## config.mk

```make
export PLATFORM = sky130hd
export DESIGN_NAME = splash_sequencer
export DESIGN_NICKNAME = d
export VERILOG_FILES = /design/src/rtl/splash_sequencer_pkg.sv /design/src/rtl/splash_sequencer_frame_tick_gen.sv /design/src/rtl/splash_sequencer.sv
export SDC_FILE = /design/constraint.sdc
export NUM_CORES = 1
export LEC_CHECK = 0
export BUFFER_PORTS_ARGS = -buffer_cell sky130_fd_sc_hd__buf_2
export CAP_MARGIN = 40
export CORE_ASPECT_RATIO = 0.8
export CORE_MARGIN = 5
export CORE_UTILIZATION = 50
export DETAILED_ROUTE_END_ITERATION = 6
export HOLD_SLACK_MARGIN = 0.05
export PLACE_DENSITY = 0.75
export SLEW_MARGIN = 20
export SYNTH_ARGS = -nofsm -noshare
export SYNTH_HDL_FRONTEND = slang
export SYNTH_SLANG_ARGS = --single-unit
```

## constraint.sdc

```tcl
create_clock -name clk -period 3.62 [get_ports clk]
set_clock_uncertainty 0.05 [all_clocks]
set_input_delay 0.181 -clock clk [delete_from_list [all_inputs] [get_ports clk]]
set_output_delay 0.181 -clock clk [all_outputs]
set_load 0.05 [all_outputs]
```

## src/rtl/splash_sequencer_pkg.sv

```systemverilog
// splash_sequencer_pkg
//   Shared definitions for the end-of-game splash sequencer:
//   FSM state encoding, splash kind, scan / splash geometry defaults and a
//   saturating add used by the row-reveal wipe.
package splash_sequencer_pkg;

    typedef enum logic [2:0] {
        ST_PLAY    = 3'd0,
        ST_WIPE    = 3'd1,
        ST_HOLD    = 3'd2,
        ST_ARMED   = 3'd3,
        ST_RELEASE = 3'd4
    } state_e;

    typedef enum logic {
        KIND_FAIL    = 1'b0,
        KIND_SUCCESS = 1'b1
    } kind_e;

    // Scan constants shared with the VGA timing and draw blocks.
    localparam int unsigned H_LAST_DEF      = 799;
    localparam int unsigned V_LAST_DEF      = 524;

    // Splash geometry / timing defaults.
    localparam int unsigned Y_OFFSET_DEF    = 120;
    localparam int unsigned ICON_HEIGHT_DEF = 240;
    localparam int unsigned WIPE_STEP_DEF   = 8;
    localparam int unsigned FRAME_HOLD_DEF  = 120;

    // a + b clamped to lim; carried out to 12 bits so the compare never wraps.
    function automatic logic [10:0] sat_add11(input logic [10:0] a,
                                              input logic [10:0] b,
                                              input logic [10:0] lim);
        logic [11:0] s;
        s = {1'b0, a} + {1'b0, b};
        return (s >= {1'b0, lim}) ? lim : s[10:0];
    endfunction

endpackage

```

## src/rtl/splash_sequencer_frame_tick_gen.sv

```systemverilog
// frame_tick_gen
//   Emits a registered one-cycle pulse the cycle after the scan counters sit
//   on the last pixel of the frame. Reusable by timer / animation blocks.
// Ports:
//   clk, reset    : clock, asynchronous active-high reset
//   vert, horz    : current scan line / column
//   tick          : frame tick, high one cycle per frame
module frame_tick_gen #(
    parameter int unsigned H_LAST = 799,
    parameter int unsigned V_LAST = 524
) (
    input  logic       clk,
    input  logic       reset,
    input  logic [9:0] vert,
    input  logic [9:0] horz,
    output logic       tick
);

    logic tick_d;
    logic tick_q;

    always_comb begin
        tick_d = (vert == 10'(V_LAST)) && (horz == 10'(H_LAST));
    end

    always_ff @(posedge clk or posedge reset) begin
        if (reset) tick_q <= 1'b0;
        else       tick_q <= tick_d;
    end

    assign tick = tick_q;

endmodule

```

## src/rtl/splash_sequencer.sv

```systemverilog
// splash_sequencer
//   Watches win/lose from the game core, freezes play, reveals the matching
//   splash with a top-down wipe (WIPE_STEP rows per frame), holds it for
//   FRAME_HOLD frames, then waits for a fresh button press and issues a
//   one-cycle restart. Unfreezes on the following frame tick.
// Ports:
//   clk, reset             : clock, asynchronous active-high reset
//   win, lose              : game-core event levels (only looked at in PLAY)
//   btn                    : debounced restart button level
//   vert, horz             : VGA scan counters
//   show_success/show_fail : splash drawer enables
//   reveal_row             : rows with vert < reveal_row are visible
//   game_freeze            : stalls player movement and timer
//   restart                : one-cycle game-core reset pulse
module splash_sequencer
    import splash_sequencer_pkg::*;
#(
    parameter int unsigned Y_OFFSET    = Y_OFFSET_DEF,
    parameter int unsigned ICON_HEIGHT = ICON_HEIGHT_DEF,
    parameter int unsigned WIPE_STEP   = WIPE_STEP_DEF,
    parameter int unsigned FRAME_HOLD  = FRAME_HOLD_DEF,
    parameter int unsigned H_LAST      = H_LAST_DEF,
    parameter int unsigned V_LAST      = V_LAST_DEF
) (
    input  logic       clk,
    input  logic       reset,
    input  logic       win,
    input  logic       lose,
    input  logic       btn,
    input  logic [9:0] vert,
    input  logic [9:0] horz,
    output logic       show_success,
    output logic       show_fail,
    output logic [9:0] reveal_row,
    output logic       game_freeze,
    output logic       restart
);

    localparam logic [10:0] REVEAL_LIM = 11'(Y_OFFSET + ICON_HEIGHT);
    localparam logic [9:0]  REVEAL_RST = 10'(Y_OFFSET);
    localparam logic [10:0] STEP11     = 11'(WIPE_STEP);
    localparam logic [7:0]  HOLD_LAST  = 8'(FRAME_HOLD - 1);

    logic tick;

    frame_tick_gen #(
        .H_LAST (H_LAST),
        .V_LAST (V_LAST)
    ) u_frame_tick_gen (
        .clk   (clk),
        .reset (reset),
        .vert  (vert),
        .horz  (horz),
        .tick  (tick)
    );

    state_e      state_q,        state_d;
    kind_e       kind_q,         kind_d;
    logic [9:0]  reveal_q,       reveal_d;
    logic [7:0]  hold_cnt_q,     hold_cnt_d;
    // Input sampling stage: events act one cycle after they are registered.
    logic        win_q,          win_d;
    logic        lose_q,         lose_d;
    logic        btn_q,          btn_d;
    logic        btn_prev_q,     btn_prev_d;
    logic        show_success_q, show_success_d;
    logic        show_fail_q,    show_fail_d;
    logic        game_freeze_q,  game_freeze_d;
    logic        restart_q,      restart_d;

    logic        btn_rise;
    logic [10:0] wipe_sum;

    always_comb begin
        state_d        = state_q;
        kind_d         = kind_q;
        reveal_d       = reveal_q;
        hold_cnt_d     = hold_cnt_q;
        show_success_d = show_success_q;
        show_fail_d    = show_fail_q;
        game_freeze_d  = game_freeze_q;
        restart_d      = 1'b0;

        win_d      = win;
        lose_d     = lose;
        btn_d      = btn;
        // History tracks in every state, so a button already held when
        // ARMED is entered shows no rising edge.
        btn_prev_d = btn_q;
        btn_rise   = btn_q & ~btn_prev_q;

        wipe_sum = sat_add11({1'b0, reveal_q}, STEP11, REVEAL_LIM);

        case (state_q)
            ST_PLAY: begin
                if (win_q || lose_q) begin
                    // success takes priority when both arrive together
                    state_d        = ST_WIPE;
                    kind_d         = win_q ? KIND_SUCCESS : KIND_FAIL;
                    show_success_d = win_q;
                    show_fail_d    = ~win_q;
                    game_freeze_d  = 1'b1;
                    reveal_d       = REVEAL_RST;
                end
            end
            ST_WIPE: begin
                show_success_d = (kind_q == KIND_SUCCESS);
                show_fail_d    = (kind_q == KIND_FAIL);
                if (tick) begin
                    reveal_d = wipe_sum[9:0];
                    if (wipe_sum == REVEAL_LIM) begin
                        state_d    = ST_HOLD;
                        hold_cnt_d = 8'd0;
                    end
                end
            end
            ST_HOLD: begin
                if (tick) begin
                    hold_cnt_d = hold_cnt_q + 8'd1;
                    if (hold_cnt_q == HOLD_LAST) state_d = ST_ARMED;
                end
            end
            ST_ARMED: begin
                if (btn_rise) begin
                    state_d        = ST_RELEASE;
                    restart_d      = 1'b1;
                    show_success_d = 1'b0;
                    show_fail_d    = 1'b0;
                    reveal_d       = REVEAL_RST;
                end
            end
            ST_RELEASE: begin
                // keep play frozen until a frame boundary
                if (tick) begin
                    state_d       = ST_PLAY;
                    game_freeze_d = 1'b0;
                end
            end
            default: begin
                state_d        = ST_PLAY;
                show_success_d = 1'b0;
                show_fail_d    = 1'b0;
                game_freeze_d  = 1'b0;
                reveal_d       = REVEAL_RST;
            end
        endcase
    end

    always_ff @(posedge clk or posedge reset) begin
        if (reset) begin
            state_q        <= ST_PLAY;
            kind_q         <= KIND_FAIL;
            reveal_q       <= REVEAL_RST;
            hold_cnt_q     <= 8'd0;
            win_q          <= 1'b0;
            lose_q         <= 1'b0;
            btn_q          <= 1'b0;
            btn_prev_q     <= 1'b0;
            show_success_q <= 1'b0;
            show_fail_q    <= 1'b0;
            game_freeze_q  <= 1'b0;
            restart_q      <= 1'b0;
        end else begin
            state_q        <= state_d;
            kind_q         <= kind_d;
            reveal_q       <= reveal_d;
            hold_cnt_q     <= hold_cnt_d;
            win_q          <= win_d;
            lose_q         <= lose_d;
            btn_q          <= btn_d;
            btn_prev_q     <= btn_prev_d;
            show_success_q <= show_success_d;
            show_fail_q    <= show_fail_d;
            game_freeze_q  <= game_freeze_d;
            restart_q      <= restart_d;
        end
    end

    assign show_success = show_success_q;
    assign show_fail    = show_fail_q;
    assign reveal_row   = reveal_q;
    assign game_freeze  = game_freeze_q;
    assign restart      = restart_q;

endmodule

```

==> flow_summary_export.csv, run 1 <==
group,metric,value,unit
outcome,outcome,"finished clean",
floorplanning,pin_count,39,
final_layout,multi_input_area,855,sq um
timing,setup-violations-final,0,
routing,wl_per_cell,16.3,um
grt,grt_max_degree,32,
grt,track_usage,19.8,%
cts,h-tree-depth,2,
logic_synthesis,synth_xor_area_share,2.08,%
routing,drc,0,
worst_setup_path,endpoint_kind,"flop",
final_layout,fillers,265,
worst_setup_path,start_kind,"flop",
floorplanning,rows,18,
logic_synthesis,ys_types,59,
logic_synthesis,yosys_most_used_dff,"dfrtp_1",
power_and_ir_drop,power_density,382,nW/um^2
timing,hold_viol,0,
power_and_ir_drop,ir_drop,0.242,mV
logic_synthesis,syn_nets,196,
logic_synthesis,syn_area,1680,sq um
timing,fmax,388,MHz
timing,period_share,71.1,%
timing,rsz0062_at_grt,"no",
cts,clock-sinks,31,
floorplanning,die_area,4630,sq um
timing,period_minus_slack,2.57,ns
worst_setup_path,worstPathMaxFanout,10,
timing,slew_headroom,53.0,%
power_and_ir_drop,leakagePower,0.924,nW
logic_synthesis,yosys.area_share.simple,23.9,%
run,max-cap-violations,0,
routing,drt-total-wl,4180,um
worst_setup_path,cp_data_arrival_time,2.67,ns
cts,cts_buffers,5,
routing,vias_per_cell,5.99,
floorplanning,fp.dieW,74.8,um
logic_synthesis,postSynthCellCount,169,
grt,antenna_found_initial,0,
logic_synthesis,synthAdderAreaFrac,1.49,%
logic_synthesis,ys_async_sr_fraction,100,%
final_layout,fin_util,65.8,%
final_layout,drive_above_1_share,29.0,%
grt,met1_usage,25.4,%
cts,clk_pin_slew,0.07,ns
worst_setup_path,required,3.72,ns
logic_synthesis,synth_top_family_by_area,"simple AND/OR/NAND/NOR gates",
cts,cts_tree,"done",
logic_synthesis,synth_edf_count,0,
cts,cts-root-buf,"clkbuf_8",
floorplanning,die_h,61.9,um
grt,grt_busiest_layer,"met2",
routing,drt_iter0_drc,201,
grt,grt_pass1_wl,6800,um
logic_synthesis,yosys_warnings,0,
grt,first_global_vias,1448,
floorplanning,coreArea,3150,sq um
worst_hold_path,hp-class,"in -> reg",
place,routabilityCongestion,0.844,
timing,slew_viol_final,0,
cts,clockBufferDepth,2,
final_layout,seq_area,781,sq um
logic_synthesis,synth-compound-area-share,22.1,%
logic_synthesis,synth-seq-cells,31,
final_layout,fin_nets,243,
cts,cts_resized,0,
floorplanning,start_util,53.3,%
timing,worstMarginPinSlew,0.702,ns
logic_synthesis,synth_seq_area_share,46.5,%
worst_setup_path,critical_path_class,"reg -> reg",
timing,finalSetupTns,0,ns
grt,use_met3,4.02,%
logic_synthesis,avgSynthCellArea,9.94,sq um
grt,use_met2,31.7,%
logic_synthesis,synthMuxAreaShare,1.27,%
place,dp.final_hpwl,2930,um
place,place.port_buffers,38,
final_layout,syn2layout_area_growth,23.5,%
routing,via_count,1539,
routing,drtPass1Iterations,4,
grt,grt_overflow,0,
routing,ant_nets,0,
final_layout,n_antenna_cell,0,
cts,clk_latency,0.29,ns
[where the power goes]
group | internal (W) | leakage (nW) | total (W) | switching, W
Sequential | 0.000357 | 0.389 | 0.000366 | 0.00000959
Clock | 0.000223 | 0.0612 | 0.000357 | 0.000135
Combinational | 0.0000276 | 0.475 | 0.0000676 | 0.0000400
Total | 0.000607 | 0.924 | 0.000792 | 0.000184
[kinds of logic after synthesis]
logic type | after synthesis
XOR/XNOR | 4
flip-flops | 31
buffers and inverters | 11
AND/OR/NAND/NOR | 71
AO/OA/AOI/OAI | 48
multiplexers | 2
adder cells (fa/ha/maj) | 2
[layer usage]
metal  vias up  routed length, um  share of wire, %
met5         -                  0                 0
met4         0                 73               1.7
met3         8                261               6.2
met2        53               2060                49
met1       749               1780                43
li1        729                  -                 -
[path summary, 6_finish.rpt]
path                                from                    end  slack [ns]  cells after the start
min                              horz[0]  u_frame_tick_gen.tick        0.10                      3
min reg2reg                   btn_prev_d             btn_prev_q        0.34                      0
max in group asynchronous          reset          reveal_row[4]        2.73                      4
max reg2reg                reveal_row[3]          hold_cnt_q[1]        1.05                      7
max                        reveal_row[3]          hold_cnt_q[1]        1.05                      7
min in group asynchronous          reset             state_q[2]        0.46                      4
[area by class of cell]
| type | count | area share (%) |
|---|---|---|
| clock buffers | 6 | 3.98 |
| repair buffers | 44 | 11.8 |
| well taps | 40 | 2.41 |
| clock inverters | 2 | 1.69 |
| flip-flops and latches | 31 | 37.6 |
| inverters | 7 | 1.27 |
| multi-input cells | 127 | 41.2 |
[critical path, stage by stage (launching register included)]
cell	delay, ns
dfstp_2	0.61
ha_1	0.26
nand4bb_1	0.22
o41ai_1	0.33
a222oi_1	0.18
buf_4	0.20
nor3_2	0.45
o21ai_1	0.14
[Yosys cell counts, drive strengths merged (2+ instances only)]
| cell | instances | share of area, % |
|---|---|---|
| nand4bb | 2 | 1.3 |
| o311ai | 3 | 1.6 |
| o21a | 2 | 0.89 |
| o41ai | 2 | 2.2 |
| a21o | 2 | 0.89 |
| dfrtp | 27 | 40 |
| and4bb | 2 | 1.5 |
| xor2 | 2 | 1.0 |
| inv | 7 | 1.6 |
| nand2 | 17 | 3.8 |
| o2111ai | 2 | 1.0 |
| nor2b | 3 | 1.1 |
| nor4 | 2 | 0.74 |
| a21oi | 3 | 0.89 |
| clkbuf | 3 | 0.67 |
| nor3 | 4 | 1.5 |
| nor3b | 2 | 1.2 |
| ha | 2 | 1.5 |
| nand3b | 2 | 0.89 |
| nand2b | 2 | 0.74 |
| and3 | 3 | 1.4 |
| a31o | 2 | 1.0 |
| nor2 | 16 | 3.6 |
| o21ai | 13 | 4.5 |
| dfstp | 4 | 6.3 |
| nand3 | 3 | 0.89 |
| nand4 | 5 | 1.9 |
| a21boi | 4 | 1.8 |
| o22ai | 3 | 1.1 |
| and2 | 3 | 1.1 |
| xnor2 | 2 | 1.0 |
[what timing repair did]
item                       4_1_cts  5_1_grt
hold endpoints to repair        30        0
buffers inserted                 0        0
hold buffers                     4        0
setup endpoints to repair        0        0
[layout by cell type (no fill, tap or decap), types with 2 or more instances in the layout]
cell type      instances
buf_2                 38
dfrtp_1               27
nand2_1               17
nor2_1                16
o21ai_0               10
inv_1                  7
clkbuf_8               6
nand4_1                5
dlygate4sd3_1          4
dfstp_2                4
a21boi_0               3
and2_1                 3
o311ai_1               3
nand3_1                3
nor2b_1                3
o22ai_1                3
a21oi_1                3
nor3_1                 3
nand4bb_1              2
and4bb_2               2
nand3b_1               2
nand2b_1               2
o21ai_1                2
xor2_1                 2
xnor2_1                2
a21o_1                 2
o21a_1                 2
nor4_1                 2
o2111ai_1              2
and3_1                 2
ha_1                   2
buf_4                  2
[flip-flops by register name, indices dropped and copies added (netlist names)]
name / count
show_fail: 1
reveal_row: 10
game_freeze: 1
hold_cnt_q: 8
state_q: 3
kind_q: 1
restart: 1
btn_prev_d: 1
lose_q: 1
btn_prev_q: 1
show_success: 1
u_frame_tick_gen.tick: 1
win_q: 1
[per-stage QoR]
| step | instance area [sq um] | power (W) | setup slack (ns) | instances | hold WS [ns] |
|---|---|---|---|---|---|
| 5_1_grt | 2070 | 0.000822 | 0.855 | 257 | 0.106 |
| 3_5_place_dp | 1920 | 0.000437 | 1.08 | 245 | 0.234 |
| 3_3_place_gp | 1920 | 0.000434 | 1.28 | 245 | 0.219 |
| 4_1_cts | 2070 | 0.000797 | 1.06 | 257 | 0.0916 |
| 2_1_floorplan | 1680 | 0.000411 | 1.25 | 169 | 0.162 |
| 6_report | 2070 | 0.000792 | 1.05 | 257 | 0.102 |
(Power assumes the default switching activity.)
==> run 2: changes to the inputs <==
CORE_UTILIZATION = 48   (was 50)
clock period = 2.3 ns   (was 3.62 ns; I/O delays follow)
==> flow_summary_export.csv, run 2 (synthesized netlist as in run 1, its figures left out) <==
group,metric,value,unit
cts,cts_buffers,5,
final_layout,fin_cells,270,
timing,fmax,451,MHz
power_and_ir_drop,power.share.combinational,10.4,%
routing,via_count,1573,
routing,vias_per_cell,5.83,
power_and_ir_drop,power.internal,0.000888,W
place,routabilityCongestion,0.811,
grt,grt_overflow,0,
worst_setup_path,cp_common_cell,"buf_4",
place,dp.final_hpwl,2920,um
timing,worstMarginPinSlew,0.731,ns
place,place.port_buffers,38,
worst_setup_path,r2r_end,"reveal_row[5]",
worst_setup_path,ff2ff_setup_slack,0.08,ns
power_and_ir_drop,leakagePower,0.971,nW
final_layout,largest_reg_flops,10,
timing,period_share,96.4,%
worst_setup_path,start_kind,"flop",
power_and_ir_drop,power_switching,0.000280,W
grt,antenna_found_initial,0,
worst_setup_path,endpoint_kind,"flop",
worst_setup_path,slowest_stage,"dfstp_4",
final_layout,final_common_cell,"buf_2",
floorplanning,coreArea,3400,sq um
worst_setup_path,required,2.48,ns
timing,period_minus_slack,2.22,ns
grt,first_global_vias,1519,
worst_hold_path,worst_hold_path.endpoint,"btn_prev_q",
power_and_ir_drop,power_frac_clock,40.3,%
worst_hold_path,hp-class,"reg -> reg",
routing,drtPass1Iterations,4,
floorplanning,fp.dieW,76.2,um
power_and_ir_drop,ir_drop,0.382,mV
power_and_ir_drop,power_density,534,nW/um^2
place,placed_area,1990,sq um
worst_setup_path,cp_data_arrival_time,2.39,ns
cts,clk_latency,0.29,ns
final_layout,final_cell_mix,"buf_2 (38), dfrtp_1 (27), nand2_1 (17)",
grt,grt_max_degree,32,
grt,track_usage,17.6,%
timing,setup-violations-final,0,
routing,ant_nets,0,
final_layout,fin_nets,254,
timing,rsz0062_at_grt,"yes",
worst_hold_path,hold_path_depth,0,
timing,setup_ws,0.0835,ns
floorplanning,pin_count,39,
timing,slew_viol_final,0,
cts,cts-root-buf,"clkbuf_8",
cts,clock-sinks,31,
routing,drc,0,
routing,drt-total-wl,4090,um
worst_setup_path,worstPathMaxFanout,8,
grt,grt_pass1_wl,6870,um
timing,hold_viol,0,
worst_hold_path,min_from,"btn_prev_d",
final_layout,syn2layout_area_growth,30.2,%
worst_setup_path,crit_chain,"ha_4, nand4bb_1, o41ai_2, a222oi_1, buf_4, buf_4, o2111ai_1, o211a_1",
floorplanning,rows,19,
final_layout,drive_above_1_share,32.0,%
place,dp_slack,-0.00606,ns
power_and_ir_drop,pwr-share-seq,49.3,%
outcome,outcome,"finished clean",
cts,clockBufferDepth,2,
cts,cts_tree,"done",
final_layout,stdcell_area,2190,sq um
worst_setup_path,r2r-start,"reveal_row[4]",
cts,h-tree-depth,2,
floorplanning,start_util,49.4,%
routing,drt_iter0_drc,93,
place,place_inst,254,
worst_setup_path,critPathMaxStageDelay,0.63,ns
floorplanning,die_h,62.9,um
power_and_ir_drop,p_sw_share,24.0,%
run,max-cap-violations,0,
final_layout,n_antenna_cell,0,
worst_setup_path,rr_worst_depth,8,
cts,clk_pin_slew,0.07,ns
final_layout,fillers,279,
routing,wl_per_cell,15.2,um
timing,slew_headroom,51.1,%
floorplanning,die_area,4790,sq um
worst_setup_path,critical_path_class,"reg -> reg",
run 2: changes by cell type in the layout (fill, tap and decap cells not counted), moves of 2 or more:
cell           before  now
buf_4               2   10
dlygate4sd3_1       4    7
a21boi_0            3    1
dfstp_2             4    2
dfstp_4             0    2
o21ai_0            10    8
o21ai_1             2    4
run 2: how the worst max path moves through the flow:
stage | startpoint | to | cells past startpoint
floorplan | reveal_row[3] | reveal_row[6] | 7
global placement | reveal_row[3] | hold_cnt_q[1] | 7
detailed placement | reveal_row[3] | hold_cnt_q[1] | 7
CTS | reveal_row[3] | hold_cnt_q[4] | 7
global route | reveal_row[4] | reveal_row[5] | 8
finish | reveal_row[4] | reveal_row[5] | 8
run 2: layer usage:
layer	wire length, um	track usage (%)	part of all wire [%]	up-vias
met1	1800	22.4	44	764
met5	0	0	0	-
li1	-	-	-	754
met3	211	6.05	5.2	8
met4	83	7.42	2.0	0
met2	2000	27.4	49	47
run 2: through the flow:
stage | power, W | TNS (ns) | hold slack (ns) | util, %
after CTS | 0.00118 | 0 | 0.331 | 63.7
after floorplan | 0.000650 | 0 | 0.0964 | -
final | 0.00117 | 0 | 0.324 | 64.3
after global routing | 0.00121 | -0.0738 | 0.343 | 64.3
after detailed placement | 0.000695 | -0.00606 | 0.160 | 58.5
after global placement | 0.000691 | 0 | 0.156 | 58.5
run 2: timing repair:
action / CTS / global route
gates resized for setup: 1 / 6
setup buffers: 0 / 1
hold buffers: 7 / 0
pin swaps: 1 / 5
hold endpoints to repair: 31 / 0
endpoints found under the setup margin: 10 / 9
gates cloned: 0 / 0
run 2: layout make-up:
class,instances,area (sq um),area share (%)
Multi-Input combinational cell,127,885,40.4
Sequential cell,31,788,36.0
Timing Repair Buffer,55,335,15.3
Clock buffer,8,100,4.58
Tap cell,42,52.6,2.40
Inverter,7,26.3,1.20
run 2: critical path: cells and delay by family (launching register included):
kind | cells | cell delay, ns
AOI/OAI and AO/OA | 4 | 0.75
DFF | 1 | 0.63
buffers and inverters | 2 | 0.33
adders and majority gates | 1 | 0.20
and+or+nand+nor | 1 | 0.19
run 2: power by group through the flow:
stage	Sequential, W	Combinational (W)	Clock [W]
3_5_place_dp	0.000584	0.000112	0
2_1_floorplan	0.000613	0.0000368	0
5_1_grt	0.000577	0.000132	0.000505
6_report	0.000575	0.000121	0.000471
4_1_cts	0.000574	0.000119	0.000484
3_3_place_gp	0.000582	0.000108	0
==> run 3: changes to the inputs <==
CORE_UTILIZATION = 40   (was 48)
PLACE_DENSITY = not set   (was 0.75)
==> flow_summary_export.csv, run 3 (synthesized netlist as in run 1, its figures left out) <==
group,metric,value,unit
outcome,outcome,"finished, violations left",
outcome,violations,"setup timing",
floorplanning,start_util,40.7,%
routing,drc,0,
final_layout,fillers,396,
cts,clockBufferDepth,2,
final_layout,syn2layout_area_growth,32.7,%
timing,finalSetupTns,-0.136,ns
grt,track_usage,16.5,%
place,routabilityCongestion,0.963,
worst_setup_path,worstPathMaxFanout,4,
timing,whs,0.324,ns
grt,first_global_vias,1531,
grt,grt_overflow,0,
cts,cts-root-buf,"clkbuf_8",
final_layout,drive_above_1_share,32.9,%
floorplanning,fp.dieW,82.5,um
worst_hold_path,hp-class,"reg -> reg",
final_layout,n_antenna_cell,0,
final_layout,fin_nets,257,
routing,drtPass1Iterations,4,
worst_setup_path,start_kind,"flop",
grt,grt_max_degree,18,
floorplanning,die_h,68.0,um
power_and_ir_drop,power_density,526,nW/um^2
routing,drt_iter0_drc,83,
timing,setup-violations-final,4,
timing,hold_viol,0,
cts,cts_tree,"done",
floorplanning,coreArea,4130,sq um
final_layout,stdcell_area,2230,sq um
cts,cts_buffers,5,
final_layout,final_common_cell,"buf_2",
run,max-cap-violations,0,
timing,setup_ws,-0.0530,ns
worst_setup_path,critPathMaxStageDelay,0.63,ns
place,dp_slack,-0.230,ns
floorplanning,die_area,5610,sq um
place,dp.final_hpwl,3060,um
power_and_ir_drop,ir_drop,0.310,mV
routing,vias_per_cell,5.52,
timing,period_share,102,%
final_layout,largest_reg_flops,10,
floorplanning,pin_count,39,
timing,slew_headroom,51.6,%
timing,slew_viol_final,0,
grt,grt_pass1_wl,7110,um
cts,clk_pin_slew,0.06,ns
grt,antenna_found_initial,0,
routing,wl_met3,185,um
timing,rsz0062_at_grt,"yes",
floorplanning,rows,21,
power_and_ir_drop,leakagePower,0.979,nW
place,placed_area,2010,sq um
routing,drt-total-wl,4260,um
routing,via_count,1591,
worst_setup_path,slowest_stage,"dfstp_4",
worst_setup_path,crit_chain,"ha_4, nand4bb_1, o41ai_2, a222oi_1, buf_4, buf_2, a211oi_1, o32a_1",
worst_setup_path,endpoint_kind,"flop",
cts,clk_latency,0.28,ns
routing,wl_per_cell,14.8,um
timing,period_minus_slack,2.35,ns
worst_setup_path,required,2.47,ns
routing,ant_nets,0,
cts,h-tree-depth,2,
routing,wl_met2,2030,um
place,place.port_buffers,38,
timing,fmax,425,MHz
timing,worstMarginPinSlew,0.723,ns
routing,wl_met1,1990,um
worst_setup_path,ff2ff_setup_slack,-0.05,ns
worst_setup_path,cp_data_arrival_time,2.52,ns
final_layout,final_cell_mix,"buf_2 (39), dfrtp_1 (27), nand2_1 (17)",
worst_setup_path,critical_path_class,"reg -> reg",
routing,topRoutingLayerUsed,"met4",
cts,clock-sinks,31,
[run 3: cell count changes in the layout (fill, tap and decap cells not counted), sizes merged]
cell / before / now
buf: 48 / 51
[run 3: path summary, 6_finish.rpt]
path                                    start             to  cells past startpoint
worst max register to register  reveal_row[4]  reveal_row[6]                      8
worst min register to register     btn_prev_d     btn_prev_q                      0
worst max-delay path            reveal_row[4]  reveal_row[6]                      8
worst min-delay path               btn_prev_d     btn_prev_q                      0
min in group asynchronous               reset          win_q                      3
max in group asynchronous               reset  reveal_row[5]                      4
[run 3: routing by layer]
layer  GRT usage, %  vias up
met3           4.34        8
met2           25.4       38
met5              0        -
met4           6.43        0
met1           22.0      787
li1               -      758
[run 3: report_power, final]
part / total (W) / switching (W) / internal, W
logic: 0.000126 / 0.0000710 / 0.0000547
clock network: 0.000471 / 0.000198 / 0.000273
registers: 0.000575 / 0.0000122 / 0.000563
total: 0.00117 / 0.000281 / 0.000891
[run 3: stage by stage]
stage / power [W] / instances / utilization, %
finish: 0.00117 / 288 / 54.0
global route: 0.00121 / 288 / 54.0
CTS: 0.00118 / 287 / 53.9
detailed placement: 0.000695 / 269 / 48.7
global placement: 0.000691 / 269 / 48.7
floorplan: 0.000650 / 169 / -
[run 3: cell type report]
cell class	instances	area (sq um)	area share, %
tap	57	71.3	3.20
clock buffer	8	100	4.49
sequential	31	788	35.4
inverter	7	26.3	1.18
timing repair buffer	58	355	15.9
multi-input combinational	127	888	39.8
[run 3: what timing repair did]
item | in CTS | in global routing
hold buffers | 7 | 0
endpoints found under the setup margin | 18 | 18
cloned | 1 | 0
pin swaps | 13 | 4
resized for setup | 7 | 1
hold endpoints to repair | 20 | 0
buffers inserted | 2 | 1
[run 3: critical path, delay by kind of cell (launching register included)]
kind	cells	cell delay [ns]
fa+ha+maj	1	0.20
simple gates	1	0.21
flops	1	0.63
compound gates	4	0.89
buf+inv	2	0.31
